===== src/rtl/sc_pkg.sv =====
// Shared types and helpers for the sequential stochastic-computing multiplier.
package sc_pkg;

  typedef enum logic [1:0] {
    ST_IDLE = 2'd0,
    ST_LOAD = 2'd1,
    ST_RUN  = 2'd2,
    ST_OUT  = 2'd3
  } sc_state_e;

  // Bits needed to hold a leading-zero count of 0..w inclusive.
  function automatic int lz_width(input int w);
    return $clog2(w + 1);
  endfunction

  // Reverses the low n bits of x; the van der Corput order decorrelates the B stream from A.
  function automatic logic [31:0] bit_rev(input logic [31:0] x, input int n);
    logic [31:0] r;
    r = '0;
    for (int i = 0; i < 32; i++) begin
      if (i < n) r[i] = x[n-1-i];
    end
    return r;
  endfunction

endpackage


===== src/rtl/sc_lzc.sv =====
// Combinational leading-zero counter; an all-zero input reports WIDTH.
module sc_lzc
  import sc_pkg::*;
#(
  parameter int WIDTH = 16
) (
  input  logic [WIDTH-1:0]           data_i,
  output logic [lz_width(WIDTH)-1:0] count_o
);

  localparam int LZW = lz_width(WIDTH);

  // Scanning upward lets the highest set bit have the final say.
  always_comb begin
    count_o = LZW'(WIDTH);
    for (int i = 0; i < WIDTH; i++) begin
      if (data_i[i]) count_o = LZW'(WIDTH - 1 - i);
    end
  end

endmodule


===== src/rtl/sc_mul_seq.sv =====
// Sequential stochastic-computing multiplier with leading-zero normalisation of both
// operands, optional early termination, and a registered full-width rescaled product.
module sc_mul_seq
  import sc_pkg::*;
#(
  parameter int DATA_WIDTH = 16,
  parameter int VALID_BITS = 6,
  parameter int EARLY_TERM = 0,
  parameter int OUT_WIDTH  = 2 * DATA_WIDTH
) (
  input  logic                  clk,
  input  logic                  rst_n,
  input  logic                  in_valid,
  output logic                  in_ready,
  input  logic [DATA_WIDTH-1:0] in_a,
  input  logic [DATA_WIDTH-1:0] in_b,
  output logic                  out_valid,
  input  logic                  out_ready,
  output logic [OUT_WIDTH-1:0]  out_result,
  output sc_state_e             dbg_state_o
);

  localparam int LZW        = lz_width(DATA_WIDTH);
  localparam int STREAM_LEN = 1 << VALID_BITS;
  localparam int SHIFT_BASE = 2 * DATA_WIDTH - VALID_BITS;
  localparam logic [VALID_BITS:0] CNT_ONE = {{VALID_BITS{1'b0}}, 1'b1};

  sc_state_e               state_q;
  logic [DATA_WIDTH-1:0]   a_q, b_q;
  logic [VALID_BITS-1:0]   ma_q, mb_q;
  logic [LZW-1:0]          lza_q, lzb_q;
  logic [VALID_BITS:0]     cnt_q, ones_q;
  logic                    in_ready_q, out_valid_q;
  logic [OUT_WIDTH-1:0]    result_q;

  logic [LZW-1:0]          lza_d, lzb_d;
  logic [DATA_WIDTH-1:0]   a_norm, b_norm;
  logic [VALID_BITS-1:0]   ma_d, mb_d, cnt_rev;
  logic                    bit_a, bit_b, last_run;
  logic [VALID_BITS:0]     ones_d, run_limit;
  logic [OUT_WIDTH-1:0]    result_d;
  int                      shift_amt;

  sc_lzc #(.WIDTH(DATA_WIDTH)) u_lzc_a (.data_i(a_q), .count_o(lza_d));
  sc_lzc #(.WIDTH(DATA_WIDTH)) u_lzc_b (.data_i(b_q), .count_o(lzb_d));

  always_comb begin
    a_norm    = a_q << lza_d;
    b_norm    = b_q << lzb_d;
    ma_d      = VALID_BITS'(a_norm >> (DATA_WIDTH - VALID_BITS));
    mb_d      = VALID_BITS'(b_norm >> (DATA_WIDTH - VALID_BITS));
    cnt_rev   = VALID_BITS'(bit_rev(32'(cnt_q[VALID_BITS-1:0]), VALID_BITS));
    bit_a     = cnt_q < {1'b0, ma_q};
    bit_b     = cnt_rev < mb_q;
    ones_d    = ones_q + {{VALID_BITS{1'b0}}, bit_a & bit_b};
    run_limit = (EARLY_TERM != 0) ? {1'b0, ma_q} : (VALID_BITS + 1)'(STREAM_LEN);
    last_run  = (cnt_q + CNT_ONE) == run_limit;
    // The count is scaled back by the total normalisation; small operands shift right.
    shift_amt = SHIFT_BASE - int'(lza_q) - int'(lzb_q);
    if (shift_amt >= 0) result_d = OUT_WIDTH'(ones_d) << shift_amt;
    else                result_d = OUT_WIDTH'(ones_d) >> (-shift_amt);
  end

  // Handshakes: a transfer happens on a rising edge where valid and ready are both high;
  // in_ready is high only in IDLE and out_valid only in OUT, so the two never overlap.
  always_ff @(posedge clk or negedge rst_n) begin
    if (!rst_n) begin
      state_q     <= ST_IDLE;
      a_q         <= '0;
      b_q         <= '0;
      ma_q        <= '0;
      mb_q        <= '0;
      lza_q       <= '0;
      lzb_q       <= '0;
      cnt_q       <= '0;
      ones_q      <= '0;
      in_ready_q  <= 1'b1;
      out_valid_q <= 1'b0;
      result_q    <= '0;
    end else begin
      case (state_q)
        ST_IDLE: begin
          if (in_valid) begin
            a_q        <= in_a;
            b_q        <= in_b;
            in_ready_q <= 1'b0;
            state_q    <= ST_LOAD;
          end
        end
        ST_LOAD: begin
          lza_q  <= lza_d;
          lzb_q  <= lzb_d;
          ma_q   <= ma_d;
          mb_q   <= mb_d;
          cnt_q  <= '0;
          ones_q <= '0;
          if (a_q == '0 || b_q == '0) begin
            result_q    <= '0;
            out_valid_q <= 1'b1;
            state_q     <= ST_OUT;
          end else begin
            state_q <= ST_RUN;
          end
        end
        ST_RUN: begin
          cnt_q  <= cnt_q + CNT_ONE;
          ones_q <= ones_d;
          if (last_run) begin
            result_q    <= result_d;
            out_valid_q <= 1'b1;
            state_q     <= ST_OUT;
          end
        end
        ST_OUT: begin
          if (out_ready) begin
            out_valid_q <= 1'b0;
            in_ready_q  <= 1'b1;
            state_q     <= ST_IDLE;
          end
        end
        default: state_q <= ST_IDLE;
      endcase
    end
  end

  assign in_ready    = in_ready_q;
  assign out_valid   = out_valid_q;
  assign out_result  = result_q;
  assign dbg_state_o = state_q;

endmodule


===== config.mk =====
export PLATFORM = sky130hd
export DESIGN_NAME = sc_mul_seq
export DESIGN_NICKNAME = d
export VERILOG_FILES = /design/src/rtl/sc_pkg.sv /design/src/rtl/sc_lzc.sv /design/src/rtl/sc_mul_seq.sv
export SDC_FILE = /design/constraint.sdc
export NUM_CORES = 1
export LEC_CHECK = 0
export ABC_AREA = 1
export CORE_ASPECT_RATIO = 1.5
export CORE_MARGIN = 2
export CORE_UTILIZATION = 30
export DETAILED_ROUTE_END_ITERATION = 8
export HOLD_SLACK_MARGIN = 0.03
export SLEW_MARGIN = 20
export SYNTH_ARGS = -nofsm -noshare
export SYNTH_HDL_FRONTEND = slang
export SYNTH_HIERARCHICAL = 1
export SYNTH_SLANG_ARGS = --single-unit

===== constraint.sdc =====
create_clock -name clk -period 10.4 [get_ports clk]
set_input_delay 1.56 -clock clk [delete_from_list [all_inputs] [get_ports clk]]
set_output_delay 1.56 -clock clk [all_outputs]
set_load 0.02 [all_outputs]

# ---- Word level (Yosys, flattened, before mapping)
# Cells that the tools add are included.
dict set report word_totals {
  in_bits 36
  word_cells 95
  reg_bits 104
  output_inout_bits 36
}
dict set report classes {
  addsub 5
  magnitude_cmp 3
  muxes 50
  shifts 4
  n_bitwise 1
  eq_ne 8
  n_reduce_logical 12
}
# op n
set ops {}
lappend ops {{2-to-1 mux 5 bit} 32}
lappend ops {{2-to-1 mux 32 bit} 3}
lappend ops {{one-hot mux 32 bit (2 select lines)} 1}
lappend ops {{zero test 16 bit} 2}
lappend ops {{negator 7 -> 32 bit} 1}
lappend ops {{left shift 16 x 5 -> 16 bit} 2}
lappend ops {{left shift 7 x 32 -> 32 bit} 1}
lappend ops {{>> shifter 7 x 32 -> 32 bit} 1}
lappend ops {{one-hot mux 7 bit (2 select lines)} 2}
lappend ops {{AND reduction 3 bit} 3}
lappend ops {{inequality test 2 bit (second input constant)} 4}
lappend ops {{one-hot mux 2 bit (4 select lines)} 1}
lappend ops {{adder 7 x 1 -> 7 bit} 1}
lappend ops {{adder 7 x 1 -> 7 bit (second input constant)} 1}
lappend ops {{equality test 7 bit (second input constant)} 1}
lappend ops {{>= comparator 7 x 1 -> 1 bit (second input constant)} 1}
lappend ops {{less-than comparator 7 x 6 -> 1 bit} 1}
lappend ops {{subtractor 6 x 6 -> 7 bit} 1}
lappend ops {{less-than comparator 6 bit} 1}
lappend ops {{2-to-1 mux 1 bit} 6}
lappend ops {{2-to-1 mux 2 bit} 3}
lappend ops {{subtractor 5 x 5 -> 6 bit (first input constant)} 1}
lappend ops {{equality test 2 bit (second input constant)} 2}
lappend ops {{AND reduction 4 bit} 1}
lappend ops {{9 further kinds} 10}

# ---- Depth between registers and ports, before layout
# Gate-level depths: netlist (run 1).
dict set report logic_depth {
  word_depth 17
  ltp_mapped 27
  depth_no_buf 27
}

# ---- By module
# Netlist (run 1), hierarchy kept.
# module cells_each area_each_um2 n_inst seq_area_each_um2
set by_module_without_submodules {}
lappend by_module_without_submodules {sc_mul_seq 966 7065.5 1 2603.7}
lappend by_module_without_submodules {sc_lzc 47 201.4 2 0.0}

# ---- Worst setup path before layout (run 1)
# Ideal clock, no wire load.
dict set report synth_timing {
  path_kind {reg-to-reg}
  start {register lza_q[0]}
  end {register result_q[1], in the netlist out_result[1]}
  period_less_slack_ps 3428
  t_required_ps 10334
  path_buffers 0
  t_arrival_ps 3363
  slack_ps 6972
  stages_incl_launch_ff 28
  setup_ps 66
  cell_sequence {dfrtp_1 > ha_1 > o21ai_0 > xor2_1 > ha_1 > nand2_1 > inv_1 > nand2_1 > nand3_1 > nand2_1 > nand2_1 > nor2_1 > nand3_1 > ha_1 > inv_1 > nor2_1 > nand4_1 > nor3_1 > nand2_2 > nor2_8 > nand3_1 > nand2_1 > nand3_2 > nand2_1 > nand2_1 > nand2_1 > nand2_1 > nand2_1}
}
dict set report synth_between {
  elab_chain_len 7
  elab_cells_between_ends 9
  classes_between {3 x add/sub; 1 x order compare; 2 x shift; 3 x mux}
}
# element line
set synth_lines {}
lappend synth_lines {{start: declaration} sc_mul_seq.sv:31} ;# logic [LZW-1:0] lza_q, lzb_q;
lappend synth_lines {{start signal: assignment} sc_mul_seq.sv:91} ;# lza_q <= lza_d;
lappend synth_lines {{subtractor 5 x 5 -> 6 bit (*)} sc_mul_seq.sv:59} ;# shift_amt = SHIFT_BASE - int'(lza_q) - int'(lzb_q);
lappend synth_lines {{subtractor 6 x 6 -> 7 bit (*)} sc_mul_seq.sv:59}
lappend synth_lines {{negator 7 -> 32 bit} sc_mul_seq.sv:61} ;# else result_d = OUT_WIDTH'(ones_d) >> (-shift_amt);
lappend synth_lines {{>> shifter 7 x 32 -> 32 bit} sc_mul_seq.sv:61}
lappend synth_lines {{2-to-1 mux 32 bit (*)} sc_mul_seq.sv:60} ;# if (shift_amt >= 0) result_d = OUT_WIDTH'(ones_d) << shift_amt;
lappend synth_lines {{2-to-1 mux 32 bit (*)} sc_mul_seq.sv:108} ;# if (last_run) begin
lappend synth_lines {{one-hot mux 32 bit (2 select lines) (*)} sc_mul_seq.sv:81} ;# case (state_q)
lappend synth_lines {{end signal: assignment} sc_mul_seq.sv:109} ;# result_q <= result_d;
lappend synth_lines {{end: declaration} sc_mul_seq.sv:34} ;# logic [OUT_WIDTH-1:0] result_q;
# Every way passes the cells marked *; elsewhere a longest branch is shown, timed or not. The select of a mux whose other input is x is not followed.
# A chain may end at the register's enable or synchronous reset.

# ---- Worst setup path in the final report (run 1)
dict set report layout_timing {
  start {register lza_q[0]}
  end {register result_q[0], in the netlist out_result[0]}
}
# Same word-level chain as after synthesis.

==> out/qor.yml, run 1 <==
min-delay-start: "out_result[20]"
cts-buffers-inserted: 9
fin_crit_ns: 3.993
insertion_delay_ns: 0.36
synth_edf_count: 0
initial_core_util_pct: 30.56
grt.met1_usage_pct: 16.54
final_nets: 1179
grt_pass1_wl_um: 30990
fmax_ghz: 0.2504
clock_path_buffers: 2
min_path_cells: 2
critical-path-max-stage-delay_ns: 0.82
antenna_found_initial: 0
crit_required_ns: 10.70
synth_compound_area_share_pct: 15.97
cts_sinks: 104
num_rows: 70
synth_mux_area_share_pct: 1.592
synthFlopType: "dfrtp_1"
tightest_slew_ns: 0.9805
synthAdderAreaFrac_pct: 5.797
reg2reg_slack_ns: 6.41
end_kind: "flip-flop"
cts-hold-fix-buffers: 0
final_cell_mix: "nand2_1, inv_1, dfrtp_1, o21ai_0"
h-tree-depth: 3
syn_area_sq_um: 7468
drc: 0
startpoint_type: "flip-flop"
rsz0062_at_grt: "no"
clkTransAtPathRegs_ns: 0.08
dp_hpwl_um: 14250
gr-usage-met2_pct: 26.73
synth_area_leader_cell: "dfrtp_1"
crit_buf_inv: 2
worstRegToRegCells: 22
slew_violations: 0
port-buffer-count: 71
cts_tree: "built"
crit_fanout: 14
slew_headroom_pct: 34.64
r2r-end: "out_result[0]"
diodes: 0
synth-xor-area-share_pct: 1.189
fin_skew_ns: 0.01250
crit_family: "adder cells"
syn_inst: 1060
critPathKind: "flip-flop to flip-flop"
drt_iter0_markers: 310
cts_setup_buffers: 0
fp.dieH_um: 197.2
core_area_sq_um: 24440
min_period_over_period_pct: 38.40
wl_per_cell_um: 12.72
area_growth_pct: 17.36
firstDrtPassIters: 5
hold_viol: 0
met3_usage_pct: 1.463
worst_path_most_repeated_cell: "nand2_1"
status: "finished, final reports clean"
crit_arrival_ns: 4.29
path_cells: "ha_1 -> fa_1 -> ha_1 -> a21boi_1 -> nand3_1 -> inv_1 -> nand3_1 -> ha_1 -> inv_1 -> nor2_1 -> nand4_1 -> nor3_1 -> nand2_2 -> nor2_8 -> nand4_4 -> nand2_1 -> nand2_1 -> nand2_1 -> nand2_1 -> nand2_1 -> nand2_1 -> nand2_1"
top_usage_layer: "met2"
die_width_um: 132.8
cap_violations: 0
setup_tns_ns: 0
vias_per_cell: 4.787
cts-resized-gates: 0
whs_endpoint: "out_result[20]"
r2r-start: "lza_q[0]"
ys_warn_count: 6
gp_congestion: 0.8944
yosysTopAreaCellShare_pct: 34.51
ys_ff_latch: 104
gr-usage-all-layers_pct: 14.30
syn-num-nets: 1130
layout_commonest_cell: "nand2_1"
synthDistinctLibCells: 55
drtAntennaViolNets: 0
grt_pass1_vias: 6561
totalWireLength_um: 18290
grt_overflow: 0
whs_ns: 0.4776
power.density_nw_per_um2: 360.6
grt_max_degree: 77
drive_gt1_share_pct: 8.707
synth_top_family_by_area: "simple AND/OR/NAND/NOR gates"
p_total_mw: 3.160
avgSynthCellArea_sq_um: 7.046
die_area_sq_um: 26200
vdd_drop_max_mv: 0.1589
setup_viol: 0
hold_class: "flip-flop to flip-flop"
cts_root_buf: "clkbuf_16"
synthSimpleGateAreaFrac_pct: 31.19
ioPinCount: 72
power_leakage_nw: 4.121
async_flop_share_pct: 100.0
synthTopCellsByArea: "dfrtp_1, nand2_1, inv_1"
seq_area_frac_synth_pct: 34.86
vias: 6884
crit_slowest_cell: "fa_1"
-- metal layers --
layer  part of all wire (%)  up-vias  wire length (um)
met1                     42     3134              7737
met2                     52      145              9531
met3                    2.8       32               518
met4                    2.7        0               496
met5                      0        -                 0
li1                       -     3573                 -
-- stage by stage --
stage / setup slack (ns) / utilization (%) / instance area (sq um) / instances
after global routing: 5.858 / 35.87 / 8765 / 1438
after global placement: 6.507 / 34.65 / 8467 / 1422
after detailed placement: 6.436 / 34.65 / 8467 / 1422
after floorplan: 6.972 / - / 7468 / 1060
final: 6.407 / 35.87 / 8765 / 1438
after CTS: 6.427 / 35.84 / 8757 / 1438
-- final cells by class --
| class | count | area, sq um |
|---|---|---|
| clock buffer | 10 | 239.0 |
| clock inverter | 6 | 51.30 |
| fill | 2576 | 15670 |
| inverter | 139 | 524.3 |
| multi-input combinational | 777 | 4180 |
| sequential | 104 | 2604 |
| tap | 324 | 405.4 |
| timing repair buffer | 78 | 760.7 |
-- sequential cells by signal (all words and copies together), names as in the netlist --
signal	flops
dbg_state_o	2
a_q	16
mb_q	6
ma_q	6
b_q	16
out_result	32
in_ready	1
lza_q	5
cnt_q	7
ones_q	7
out_valid	1
lzb_q	5
-- tightest hold or removal path, delay by kind of cell (launching register included) --
family / cells / cell delay, ns
flops: 1 / 0.34
simple gates: 2 / 0.10
-- worst max path at each step --
stage | start | end | depth (start not counted)
2_1_floorplan | lza_q[0] | out_result[1] | 27
3_3_place_gp | lza_q[0] | out_result[0] | 22
3_5_place_dp | lza_q[0] | out_result[0] | 22
4_1_cts | lza_q[0] | out_result[0] | 22
5_1_grt | lza_q[0] | out_result[0] | 24
6_report | lza_q[0] | out_result[0] | 22
-- cells in the mapped netlist, types with 3 or more instances --
library cell,number
clkbuf_1,32
or2_2,3
o21ai_0,84
buf_6,3
nor3_1,8
nand2_2,16
buf_2,4
nor2_1,70
inv_2,10
o211ai_1,8
or2_1,3
o22ai_1,10
nand3_2,6
nand3_1,68
dfrtp_1,103
o21ai_1,22
inv_1,126
nand4_1,14
nor4_1,12
nand2_4,5
a22oi_1,3
o21ai_2,6
nand2_1,286
ha_1,33
a21oi_1,65
mux2_2,7
mux2i_1,4
a31oi_1,5
a21boi_0,3
xor2_1,7
-- kinds of logic after synthesis --
kind of cell / count (synthesis)
mux: 11
compound gates: 216
fa+ha+maj: 34
buf+inv: 179
simple gates: 508
xor+xnor: 8
flops: 104
-- where the power goes --
| part | internal, mW | switching (mW) |
|---|---|---|
| clock | 0.172 | 0.163 |
| combinational | 0.688 | 1.46 |
| sequential | 0.550 | 0.128 |
| total | 1.41 | 1.75 |
Note: power is estimated with default switching activity, not from simulation.
==> run 2: changes to the inputs <==
==> constraint.sdc (replaced) <==
create_clock -name clk -period 4.2 [get_ports clk]
set_input_delay 0.63 -clock clk [delete_from_list [all_inputs] [get_ports clk]]
set_output_delay 0.63 -clock clk [all_outputs]
set_load 0.02 [all_outputs]
==> out/qor.yml, run 2 (synthesis results as in run 1) <==
power.density_nw_per_um2: 902.3
dp_hpwl_um: 14420
grt_max_degree: 74
status: "finished, final reports clean"
num_rows: 70
area_growth_pct: 17.99
cts_tree: "built"
final_cell_mix: "nand2_1, inv_1, dfrtp_1, o21ai_0, clkdlybuf4s50_1"
dpl.cell_count: 1428
setup_slack_ns: 0.4449
setup_viol: 0
final_nets: 1185
worst_path_most_repeated_cell: "nand2_1"
cts_sinks: 104
slew_violations: 0
end_kind: "flip-flop"
vias_per_cell: 4.720
initial_core_util_pct: 30.56
h-tree-depth: 3
antenna_found_initial: 0
grt_pass1_wl_um: 31640
drtAntennaViolNets: 0
core_area_sq_um: 24440
cts_root_buf: "clkbuf_16"
crit_fanout: 10
fin_crit_ns: 3.755
fin_cells: 1444
setup_tns_ns: 0
crit_required_ns: 4.50
cts-buffers-inserted: 9
drt_iter0_markers: 387
cts-resized-gates: 0
cap_violations: 0
diodes: 0
cts-hold-fix-buffers: 0
hold_viol: 0
reg2reg_slack_ns: 0.44
port-buffer-count: 71
ioPinCount: 72
worstRegToRegCells: 25
gp_congestion: 0.9065
slew_headroom_pct: 38.97
rsz0062_at_grt: "no"
wl_per_cell_um: 12.80
r2r-start: "lza_q[0]"
fp.dieH_um: 197.2
drc: 0
grt_pass1_vias: 6705
insertion_delay_ns: 0.36
gr-usage-all-layers_pct: 14.63
cts_setup_buffers: 0
critPathKind: "flip-flop to flip-flop"
layout_commonest_cell: "nand2_1"
fin_skew_ns: 0.009341
power_leakage_nw: 4.146
largest_reg_flops: 32
clock_path_buffers: 2
crit_family: "simple AND/OR/NAND/NOR gates"
critical-path-max-stage-delay_ns: 0.40
dp_slack_ns: 0.3907
crit_arrival_ns: 4.05
min_period_over_period_pct: 89.41
r2r-end: "out_result[2]"
vdd_drop_max_mv: 0.3892
hold_class: "primary input to asynchronous set/reset pin"
clkTransAtPathRegs_ns: 0.08
drive_gt1_share_pct: 9.196
fmax_ghz: 0.2663
firstDrtPassIters: 5
die_area_sq_um: 26200
crit_slowest_cell: "dfrtp_1"
tightest_slew_ns: 0.9154
startpoint_type: "flip-flop"
die_width_um: 132.8
post-route-util_pct: 36.06
totalWireLength_um: 18480
crit_buf_inv: 2
grt_overflow: 0
vias: 6816
==> run 2: cell count changes in the layout (fill, tap and decap cells not counted), sizes merged <==
cell,previous run,this run
buf,8,14
bufinv,0,1
clkinvlp,1,3
inv,139,138
clkinv,5,3
==> run 2: area by class of cell <==
type / count / area (sq um)
timing repair buffer: 84 / 805.8
multi-input combinational: 777 / 4175
clock inverter: 6 / 68.82
sequential: 104 / 2604
tap: 324 / 405.4
fill: 2589 / 15620
inverter: 139 / 524.3
clock buffer: 10 / 229.0
==> run 2: through the flow <==
step / hold WS (ns) / power (mW) / cell area, sq um
3_5_place_dp: 0.4649 / 7.086 / 8512
5_1_grt: 0.4915 / 8.780 / 8812
2_1_floorplan: 0.3344 / 5.734 / 7468
4_1_cts: 0.4476 / 7.998 / 8810
6_report: 0.4069 / 7.952 / 8812
3_3_place_gp: 0.4619 / 7.034 / 8512
==> run 2: worst max path at each step <==
stage	startpoint	end	slack [ns]	depth (start not counted)
2_1_floorplan	lza_q[0]	out_result[1]	0.77	27
3_3_place_gp	lza_q[0]	out_result[2]	0.51	25
3_5_place_dp	lza_q[0]	out_result[1]	0.39	27
4_1_cts	lza_q[0]	out_result[1]	0.32	25
5_1_grt	lza_q[0]	out_result[1]	0.1	26
6_report	lza_q[0]	out_result[2]	0.44	25
==> run 2: where the power goes <==
| group | switching [mW] | total [mW] | internal [mW] | leakage, nW |
|---|---|---|---|---|
| sequential | 0.308 | 1.67 | 1.36 | 1.32 |
| combinational | 3.66 | 5.42 | 1.76 | 2.69 |
| clock | 0.402 | 0.868 | 0.466 | 0.137 |
| total | 4.37 | 7.95 | 3.59 | 4.15 |
==> run 2: per-layer routing <==
metal / track usage (%) / up-vias / wire, um
met5: 0 / - / 0
met3: 1.642 / 19 / 486
met4: 4.938 / 0 / 342
met2: 28.31 / 106 / 9852
li1: - / 3582 / -
met1: 16.44 / 3109 / 7802
